--- src/rtl/game_field_controller.sv ---
// Falling-obstacle game field: start/play/over FSM, obstacle slots, scoring,
// speed levels and LFSR-driven spawn positions. One update step per game tick.

// Per-slot combinational logic: collision test and fall/retire step.
module game_field_slot #(
    parameter int OBS_W    = 40,
    parameter int OBS_H    = 40,
    parameter int PLAYER_W = 30,
    parameter int PLAYER_H = 30,
    parameter int PLAYER_Y = 315,
    parameter int SCREEN_H = 480
) (
    input  logic       active,
    input  logic [9:0] x,
    input  logic [9:0] y,
    input  logic [9:0] player_x,
    input  logic [9:0] speed,
    output logic       hit,
    output logic       retire,
    output logic [9:0] y_nxt
);
    // 11-bit operands so edge sums never wrap
    logic [10:0] x11, y11, px11, y_sum;

    assign x11   = {1'b0, x};
    assign y11   = {1'b0, y};
    assign px11  = {1'b0, player_x};
    assign y_sum = y11 + {1'b0, speed};

    assign hit = active
               && (x11 < px11 + 11'(PLAYER_W))
               && (px11 < x11 + 11'(OBS_W))
               && (y11 < 11'(PLAYER_Y + PLAYER_H))
               && (11'(PLAYER_Y) < y11 + 11'(OBS_H));

    assign retire = active && (y_sum >= 11'(SCREEN_H));
    assign y_nxt  = y_sum[9:0];
endmodule

module game_field_controller #(
    parameter int          N_OBS       = 4,
    parameter int          OBS_W       = 40,
    parameter int          OBS_H       = 40,
    parameter int          PLAYER_W    = 30,
    parameter int          PLAYER_H    = 30,
    parameter int          PLAYER_Y    = 315,
    parameter int          SCREEN_W    = 640,
    parameter int          SCREEN_H    = 480,
    parameter int          SPEED_INIT  = 8,
    parameter int          SPEED_MAX   = 16,
    parameter int          LEVEL_PTS   = 10,
    parameter int          SPAWN_TICKS = 30,
    parameter logic [15:0] LFSR_SEED   = 16'hACE1
) (
    input  logic                 clk,
    input  logic                 rst,
    input  logic                 game_en,
    input  logic                 start,
    input  logic [9:0]           player_x,
    output logic [10*N_OBS-1:0]  obs_x,
    output logic [10*N_OBS-1:0]  obs_y,
    output logic [N_OBS-1:0]     obs_active,
    output logic [15:0]          score,
    output logic [9:0]           speed,
    output logic [1:0]           state,
    output logic                 game_over
);
    typedef enum logic [1:0] {S_IDLE = 2'd0, S_PLAY = 2'd1, S_OVER = 2'd2} state_t;

    state_t                    st;
    logic                      start_q;
    logic [15:0]               lfsr;
    logic [15:0]               spawn_cnt;
    logic [15:0]               lvl_cnt;      // score modulo LEVEL_PTS
    logic [N_OBS-1:0][9:0]     ox, oy;
    logic [N_OBS-1:0]          hit, retire;
    logic [N_OBS-1:0][9:0]     y_nxt;
    logic [N_OBS-1:0]          free_mask, spawn_oh;
    logic [3:0]                n_ret;
    logic [16:0]               score_sum;
    logic [15:0]               score_nxt, lvl_sum;
    logic                      start_rise, level_up, spawn_now;
    logic [9:0]                spawn_x;

    genvar g;
    generate
        for (g = 0; g < N_OBS; g++) begin : g_slot
            game_field_slot #(
                .OBS_W(OBS_W), .OBS_H(OBS_H), .PLAYER_W(PLAYER_W),
                .PLAYER_H(PLAYER_H), .PLAYER_Y(PLAYER_Y), .SCREEN_H(SCREEN_H)
            ) u_slot (
                .active(obs_active[g]), .x(ox[g]), .y(oy[g]),
                .player_x(player_x), .speed(speed),
                .hit(hit[g]), .retire(retire[g]), .y_nxt(y_nxt[g])
            );
        end
    endgenerate

    assign start_rise = start & ~start_q;
    assign free_mask  = ~obs_active;
    // isolate the lowest free slot (slots retiring this tick are still active here)
    assign spawn_oh   = free_mask & (~free_mask + N_OBS'(1));
    assign spawn_now  = (spawn_cnt == 16'(SPAWN_TICKS - 1));
    // fold out-of-range LFSR values back onto the screen
    assign spawn_x    = (11'(lfsr[9:0]) <= 11'(SCREEN_W - OBS_W)) ? lfsr[9:0]
                                                                  : lfsr[9:0] - 10'd512;

    // Count retirements and derive the saturated score and level crossing
    always_comb begin
        n_ret = '0;
        for (int i = 0; i < N_OBS; i++) n_ret = n_ret + {3'b0, retire[i]};
        score_sum = {1'b0, score} + 17'(n_ret);
        score_nxt = score_sum[16] ? 16'hFFFF : score_sum[15:0];
        lvl_sum   = lvl_cnt + 16'(n_ret);
        level_up  = (lvl_sum >= 16'(LEVEL_PTS));
    end

    // Free-running spawn-position LFSR, taps 16,14,13,11
    always_ff @(posedge clk) begin
        if (!rst) lfsr <= LFSR_SEED;
        else      lfsr <= {lfsr[14:0], lfsr[15] ^ lfsr[13] ^ lfsr[12] ^ lfsr[10]};
    end

    // Game FSM and all field state; updates only on non-colliding PLAY ticks
    always_ff @(posedge clk) begin
        if (!rst) begin
            st         <= S_IDLE;
            start_q    <= 1'b0;
            obs_active <= '0;
            ox         <= '0;
            oy         <= '0;
            score      <= '0;
            speed      <= 10'(SPEED_INIT);
            spawn_cnt  <= '0;
            lvl_cnt    <= '0;
        end else begin
            start_q <= start;
            case (st)
                S_IDLE, S_OVER: begin
                    if (start_rise) begin
                        st         <= S_PLAY;
                        obs_active <= '0;
                        score      <= '0;
                        speed      <= 10'(SPEED_INIT);
                        spawn_cnt  <= '0;
                        lvl_cnt    <= '0;
                    end
                end
                S_PLAY: begin
                    if (game_en) begin
                        if (|hit) begin
                            st <= S_OVER;
                        end else begin
                            for (int i = 0; i < N_OBS; i++) begin
                                if (retire[i])          obs_active[i] <= 1'b0;
                                else if (obs_active[i]) oy[i]         <= y_nxt[i];
                                if (spawn_now && spawn_oh[i]) begin
                                    obs_active[i] <= 1'b1;
                                    ox[i]         <= spawn_x;
                                    oy[i]         <= '0;
                                end
                            end
                            score   <= score_nxt;
                            lvl_cnt <= lvl_sum % 16'(LEVEL_PTS);
                            if (level_up && speed < 10'(SPEED_MAX)) speed <= speed + 10'd1;
                            spawn_cnt <= spawn_now ? 16'd0 : spawn_cnt + 16'd1;
                        end
                    end
                end
                default: st <= S_IDLE;
            endcase
        end
    end

    assign obs_x     = ox;
    assign obs_y     = oy;
    assign state     = st;
    assign game_over = (st == S_OVER);
endmodule

--- config.mk ---
export PLATFORM = sky130hd
export DESIGN_NAME = game_field_controller
export DESIGN_NICKNAME = d
export VERILOG_FILES = /design/src/rtl/game_field_controller.sv
export SDC_FILE = /design/constraint.sdc
export NUM_CORES = 1
export LEC_CHECK = 0
export BUFFER_PORTS_ARGS = -buffer_cell sky130_fd_sc_hd__clkbuf_2
export CORE_UTILIZATION = 29
export CTS_CLUSTER_SIZE = 8
export DETAILED_ROUTE_END_ITERATION = 8
export PLACE_DENSITY = 0.53
export SYNTH_ARGS = -nofsm -noshare
export SYNTH_HDL_FRONTEND = slang
export SYNTH_SLANG_ARGS = --single-unit
--- constraint.sdc ---
create_clock -name clk -period 10 [get_ports clk]
set_input_delay 2 -clock clk [delete_from_list [all_inputs] [get_ports clk]]
set_output_delay 2 -clock clk [all_outputs]
set_load 0.1 [all_outputs]
# Word level (Yosys, flattened, before mapping)

Index checks and enable logic that the tools add are counted.

Register bits: 161
Input port bits: 14
Logic and storage cells: 184

Add/sub/neg operators: 22
Div/mod/pow operators: 1
$lt $le $gt $ge: 23
Equal/unequal tests: 16
Multiplexer cells: 46
Bitwise gates (word level): 9
Reduce and logical (&&, ||, !) cells: 48

Operators by type and width:

| kind                                                                | count |
|---|---|
| 2-to-1 mux 10 bit                                                   | 17 |
| 2-to-1 mux 16 bit                                                   | 9 |
| case mux 16 bit (2 select lines)                                    | 3 |
| adder 10 x 6 -> 11 bit (second input constant)                      | 8 |
| < comparator 10 x 11 -> 1 bit                                       | 8 |
| AND reduction 5 bit                                                 | 9 |
| adder 10 x 10 -> 11 bit                                             | 4 |
| greater-or-equal comparator 11 x 9 -> 1 bit (second input constant) | 4 |
| < comparator 9 x 11 -> 1 bit (first input constant)                 | 4 |
| < comparator 10 x 9 -> 1 bit (second input constant)                | 4 |
| logical AND 1 bit                                                   | 25 |
| case mux 10 bit (2 select lines)                                    | 1 |
| AND reduction 4 bit                                                 | 5 |
| inequality test 2 bit (second input constant)                       | 9 |
| adder 16 x 4 -> 17 bit                                              | 1 |
| adder 16 x 1 -> 16 bit (second input constant)                      | 1 |
| adder 16 x 4 -> 16 bit                                              | 1 |
| == test 16 x 5 -> 1 bit (second input constant)                     | 1 |
| greater-or-equal comparator 16 x 4 -> 1 bit (second input constant) | 1 |
| modulo 16 x 4 -> 16 bit (second input constant)                     | 1 |
| 2-to-1 mux 4 bit                                                    | 3 |
| inequality test 3 x 2 -> 1 bit (second input constant)              | 4 |
| adder 10 x 5 -> 11 bit (second input constant)                      | 1 |
| adder 10 x 1 -> 10 bit (second input constant)                      | 1 |
| other kinds (23)                                                    | 40 |

# Longest topological paths before layout

Depth in word-level cells: 13
Depth in mapped cells: 40

# By module

From an unflattened synthesis, not the netlist that was laid out.

Cell total of the unflattened synthesis: 1665
Area, all modules: 13464.2 µm²

Modules (own cells, without submodules):

| module                                  | times used | cells an instance | area an instance (µm²) |
|---|---|---|---|
| game_field_controller                   | 1          | 1109              | 9007.4 |
| game_field_slot at g_slot[0].u_slot ... | 3          | 138               | 1107.3 |
| game_field_slot at g_slot[3].u_slot     | 1          | 142               | 1134.8 |

# Least setup slack after synthesis

OpenSTA, ideal clock, no wires.

Path type: flip-flop to flip-flop
From: register speed[1]
To: register lvl_cnt[2]
Library setup time: 77 ps
Data arrival time: 9512 ps
Slack: 412 ps
Cell stages (with the launch flop): 37
Path through: dfxtp_1 ha_1 a21o_1 a21oi_1 nor2b_1 o21a_1 o21ai_0 nand2b_1 a21oi_1 nor2b_1 o21ai_0 nand2b_1 a2111oi_0 nor2b_1 fa_1 ha_1 ha_1 inv_1 fa_1 nand2b_1 a211oi_2 and3_1 nor2_1 o311ai_1 a22o_2 buf_6 nor2_2 a311o_1 a21oi_1 nor4_2 a221oi_4 or3b_1 o21a_1 a21oi_4 nand2_2 or4_1 a41oi_2

Longest elaborated chain between the ends: 11

RTL lines:

| element                                     | RTL line | RTL |
|---|---|---|
| start: declaration                          | 64       | `output logic [9:0] speed,` |
| start signal: assignment                    | 133      | `speed <= 10'(SPEED_INIT);` |
| start signal: assignment                    | 144      | `speed <= 10'(SPEED_INIT);` |
| start signal: assignment                    | 165      | `if (level_up && speed < 10'(SPEED_MAX)) speed <= speed + 10'd1;` |
| adder 10 x 10 -> 11 bit                     | 28       | `assign y_sum = y11 + {1'b0, speed};` |
| greater-or-equal comparator 11 x 9 -> 1 bit | 36       | `assign retire = active && (y_sum >= 11'(SCREEN_H));` |
| logical AND 1 bit                           | 36       |  |
| adder 1 x 1 -> 2 bit                        | 111      | `for (int i = 0; i < N_OBS; i++) n_ret = n_ret + {3'b0, retire[i]};` |
| adder 2 x 1 -> 3 bit                        | 111      |  |
| adder 3 x 1 -> 4 bit (*)                    | 111      |  |
| adder 16 x 4 -> 16 bit (*)                  | 114      | `lvl_sum = lvl_cnt + 16'(n_ret);` |
| modulo 16 x 4 -> 16 bit (*)                 | 164      | `lvl_cnt <= lvl_sum % 16'(LEVEL_PTS);` |
| 2-to-1 mux 16 bit (*)                       | 151      | `if (\|hit) begin` |
| 2-to-1 mux 16 bit (*)                       | 150      | `if (game_en) begin` |
| case mux 16 bit (2 select lines) (*)        | 138      | `case (st)` |
| end signal: assignment                      | 164      |  |
| end: declaration                            | 74       | `logic [15:0] lvl_cnt;` |

Mark *: on every way between the ends. The rest lies on a longest branch, timed or not. The select of a mux whose other input is x is not followed.
A chain may end at the register's enable or synchronous reset.

# Final worst setup path

From: register speed[0]
To: register lvl_cnt[2]

The elaborated chain is that of the path after synthesis.

==> impl_metrics.yaml <==
status:
  status: "completed"
place:
  dp_cells: 2146
  port_buffers: 126
  pre_cts_slack_ps: 60.0
  post_dp_cell_area_mm2: 0.0139
  gp_congestion: 0.843
  dp_hpwl_um: 28000
critical_path:
  regToRegSetupSlack_ps: 580
  critPathArrivalTime_ps: 9790
  cp-startpoint: "speed[0]"
  max_stage_delay_ps: 620
  path_class: "reg -> reg"
  end_kind: "flop"
  r2r_end: "lvl_cnt[2]"
  startpoint_type: "flop"
  required_ps: 10370
  worstPathMaxFanout: 9
  slowest_stage: "a2111oi_0"
  regToRegStartpoint: "speed[0]"
  reg2regPathDepth: 36
routing:
  antenna_left: 0
  initialDrtViolationCount: 861
  wire_per_inst_um: 17.1
  drtPass1Iterations: 5
  num_vias: 11400
  viasPerCell: 5.19
  drt-total-wl_um: 37400
  drc: 0
sta:
  worstMarginPinSlew_ps: 990
  skew_ps: 16.5
  finalCriticalPeriod_ps: 9420
  drv_slew: 0
  layout_setup_ws_ps: 581
  slew_headroom: 0.338
  finalHoldViolCount: 0
  setup_viol: 0
  holdWs_ps: 415
  setup-tns-final_ps: 0
  fin_crit_sh: 0.942
  fmax_mhz: 106
yosys:
  synth.net_count: 1625
  ys_ff_latch: 161
  synth_cell_types: 104
  synth_edf_count: 0
  syn_inst: 1476
  synth_area_leaders: "dfxtp_1, ha_1, mux2i_1"
  ys_warn_count: 0
  yosys.area.top_type: "dfxtp_1"
  yosysSeqAreaShare: 0.255
  syn_area_mm2: 0.0126
  synth.top_cell.area_share: 0.255
  synth-main-ff-cell: "dfxtp_1"
  ys_async_sr_fraction: 0
  syn_area_per_cell_um2: 8.56
cts:
  cts.clk_slew.worst_paths_ps: 70
  root_buffer: "clkbuf_16"
  clk_path_buf_depth: 2
  cts_sinks: 161
  h-tree-depth: 4
  cts_tree: "yes"
  ctsHoldBuffers: 0
  clock_latency_ps: 450
  cts_buffers: 17
finish:
  final_area_mm2: 0.0146
  fin_util: 0.340
  drive_gt1_frac: 0.159
  stdcell_count: 2187
  seq_area_mm2: 0.00323
  final_common_cell: "dfxtp_1"
  syn_to_final_growth_pct: 15.8
  n_antenna_cell: 0
  nFillCells: 4536
  layout_common_cells: "dfxtp_1, ha_1, clkbuf_2"
  num-nets-final: 1739
  multi_input_area_mm2: 0.00905
global_route:
  track_usage: 0.169
  grt_max_degree: 105
  grt_pass1_wl_um: 59600
  antenna_found_initial: 0
  grt_remaining_overflow: 0
  grt_pass1_vias: 10700
min_path:
  hold_end: "lfsr[15]"
  holdCritPathClass: "reg -> reg"
  min_from: "lfsr[14]"
  hold_depth: 1
die:
  rows: 76
  core_mm2: 0.0430
  die_area_mm2: 0.0444
  start_util: 0.294
  die_w_um: 211
  io_pins: 127
  die_h_um: 211
pwr:
  seqPwrFrac: 0.456
  p_leak_nw: 6.38
  vdd_ir_drop_max_uv: 92.6
  p_int_mw: 1.06
  powerDensity_mw_per_mm2: 98.7
  p_comb_frac: 0.075
  p_clk_frac: 0.469
  p_sw_mw: 0.381
  p_total_mw: 1.44
  switching_share: 0.264
job:
  max_cap_violations: 0
[layout make-up]
| cell class | count | area share |
|---|---|---|
| well taps | 585 | 0.0500 |
| inverters | 41 | 0.0105 |
| multi-input cells | 1211 | 0.618 |
| clock inverters | 14 | 0.0120 |
| flip-flops and latches | 161 | 0.220 |
| clock buffers | 17 | 0.0291 |
| repair buffers | 158 | 0.0597 |
[worst max-delay path by stage]
stage,to,cells after the start
after global routing,lvl_cnt[3],39
after global placement,lvl_cnt[2],36
after floorplan,lvl_cnt[2],36
after CTS,lvl_cnt[2],36
after detailed placement,lvl_cnt[2],36
final,lvl_cnt[2],36
[synth_stat cells, drive strengths merged (12+ instances only)]
cell and n:
dfxtp 161, ha 128, nor2 114, nor2b 103
nand2 83, a21o 80, a21oi 79, mux2i 71
o21ai 55, clkbuf 45, xor2 45, xnor2 44
nand3 42, inv 41, and3 36, nor3 32
nand4 25, nand2b 22, nor4 19, buf 18
and2 16, a31oi 15, a21boi 12, o211ai 12
o21bai 12
[state kept, by name (all words and copies together), names as in the netlist]
| name | flops |
|---|---|
| obs_x | 40 |
| obs_y | 40 |
| obs_active | 4 |
| spawn_cnt | 16 |
| score | 16 |
| speed | 10 |
| lfsr | 16 |
| state | 2 |
| lvl_cnt | 16 |
| start_q | 1 |
[worst max-delay path: cells and delay by family, from the launching register on]
kind / cells / cell delay (ps)
AND/OR/NAND/NOR: 12 / 2620
flip-flops: 1 / 390
multiplexers: 1 / 300
adder cells (fa/ha/maj): 5 / 1700
buffers and inverters: 3 / 510
AO/OA/AOI/OAI: 14 / 3700
XOR/XNOR: 1 / 110
[cells by family (layout without fill, tap and decap cells)]
family | Yosys count | after routing | synth area share
mux | 73 | 73 | 0.0583
compound gates | 383 | 383 | 0.222
fa+ha+maj | 136 | 136 | 0.139
buf+inv | 104 | 230 | 0.0357
xor+xnor | 89 | 89 | 0.0617
simple gates | 530 | 530 | 0.229
flops | 161 | 161 | 0.255
[routing by layer]
layer  up-vias  track usage  share of wire
li1       5664            -              -
met1      5388        0.228           0.48
met2       258        0.264           0.44
met3        49       0.0416          0.054
met4         0       0.0495          0.022
met5         -            0              0
[power groups by stage]
stage	registers, mW	clock network, mW	logic [mW]
final	0.658	0.678	0.108
after CTS	0.658	0.698	0.109
after global routing	0.660	0.725	0.122
after floorplan	0.674	0	0.0720
after detailed placement	0.673	0	0.108
after global placement	0.673	0	0.107
[timing repair]
action                     4_1_cts  5_1_grt
hold endpoints to repair         0        0
resized for setup                0       14
setup endpoints to repair        1        3
buffers inserted                 3        7
pin swaps                        1        5
Power figures use the tool's default switching activity.
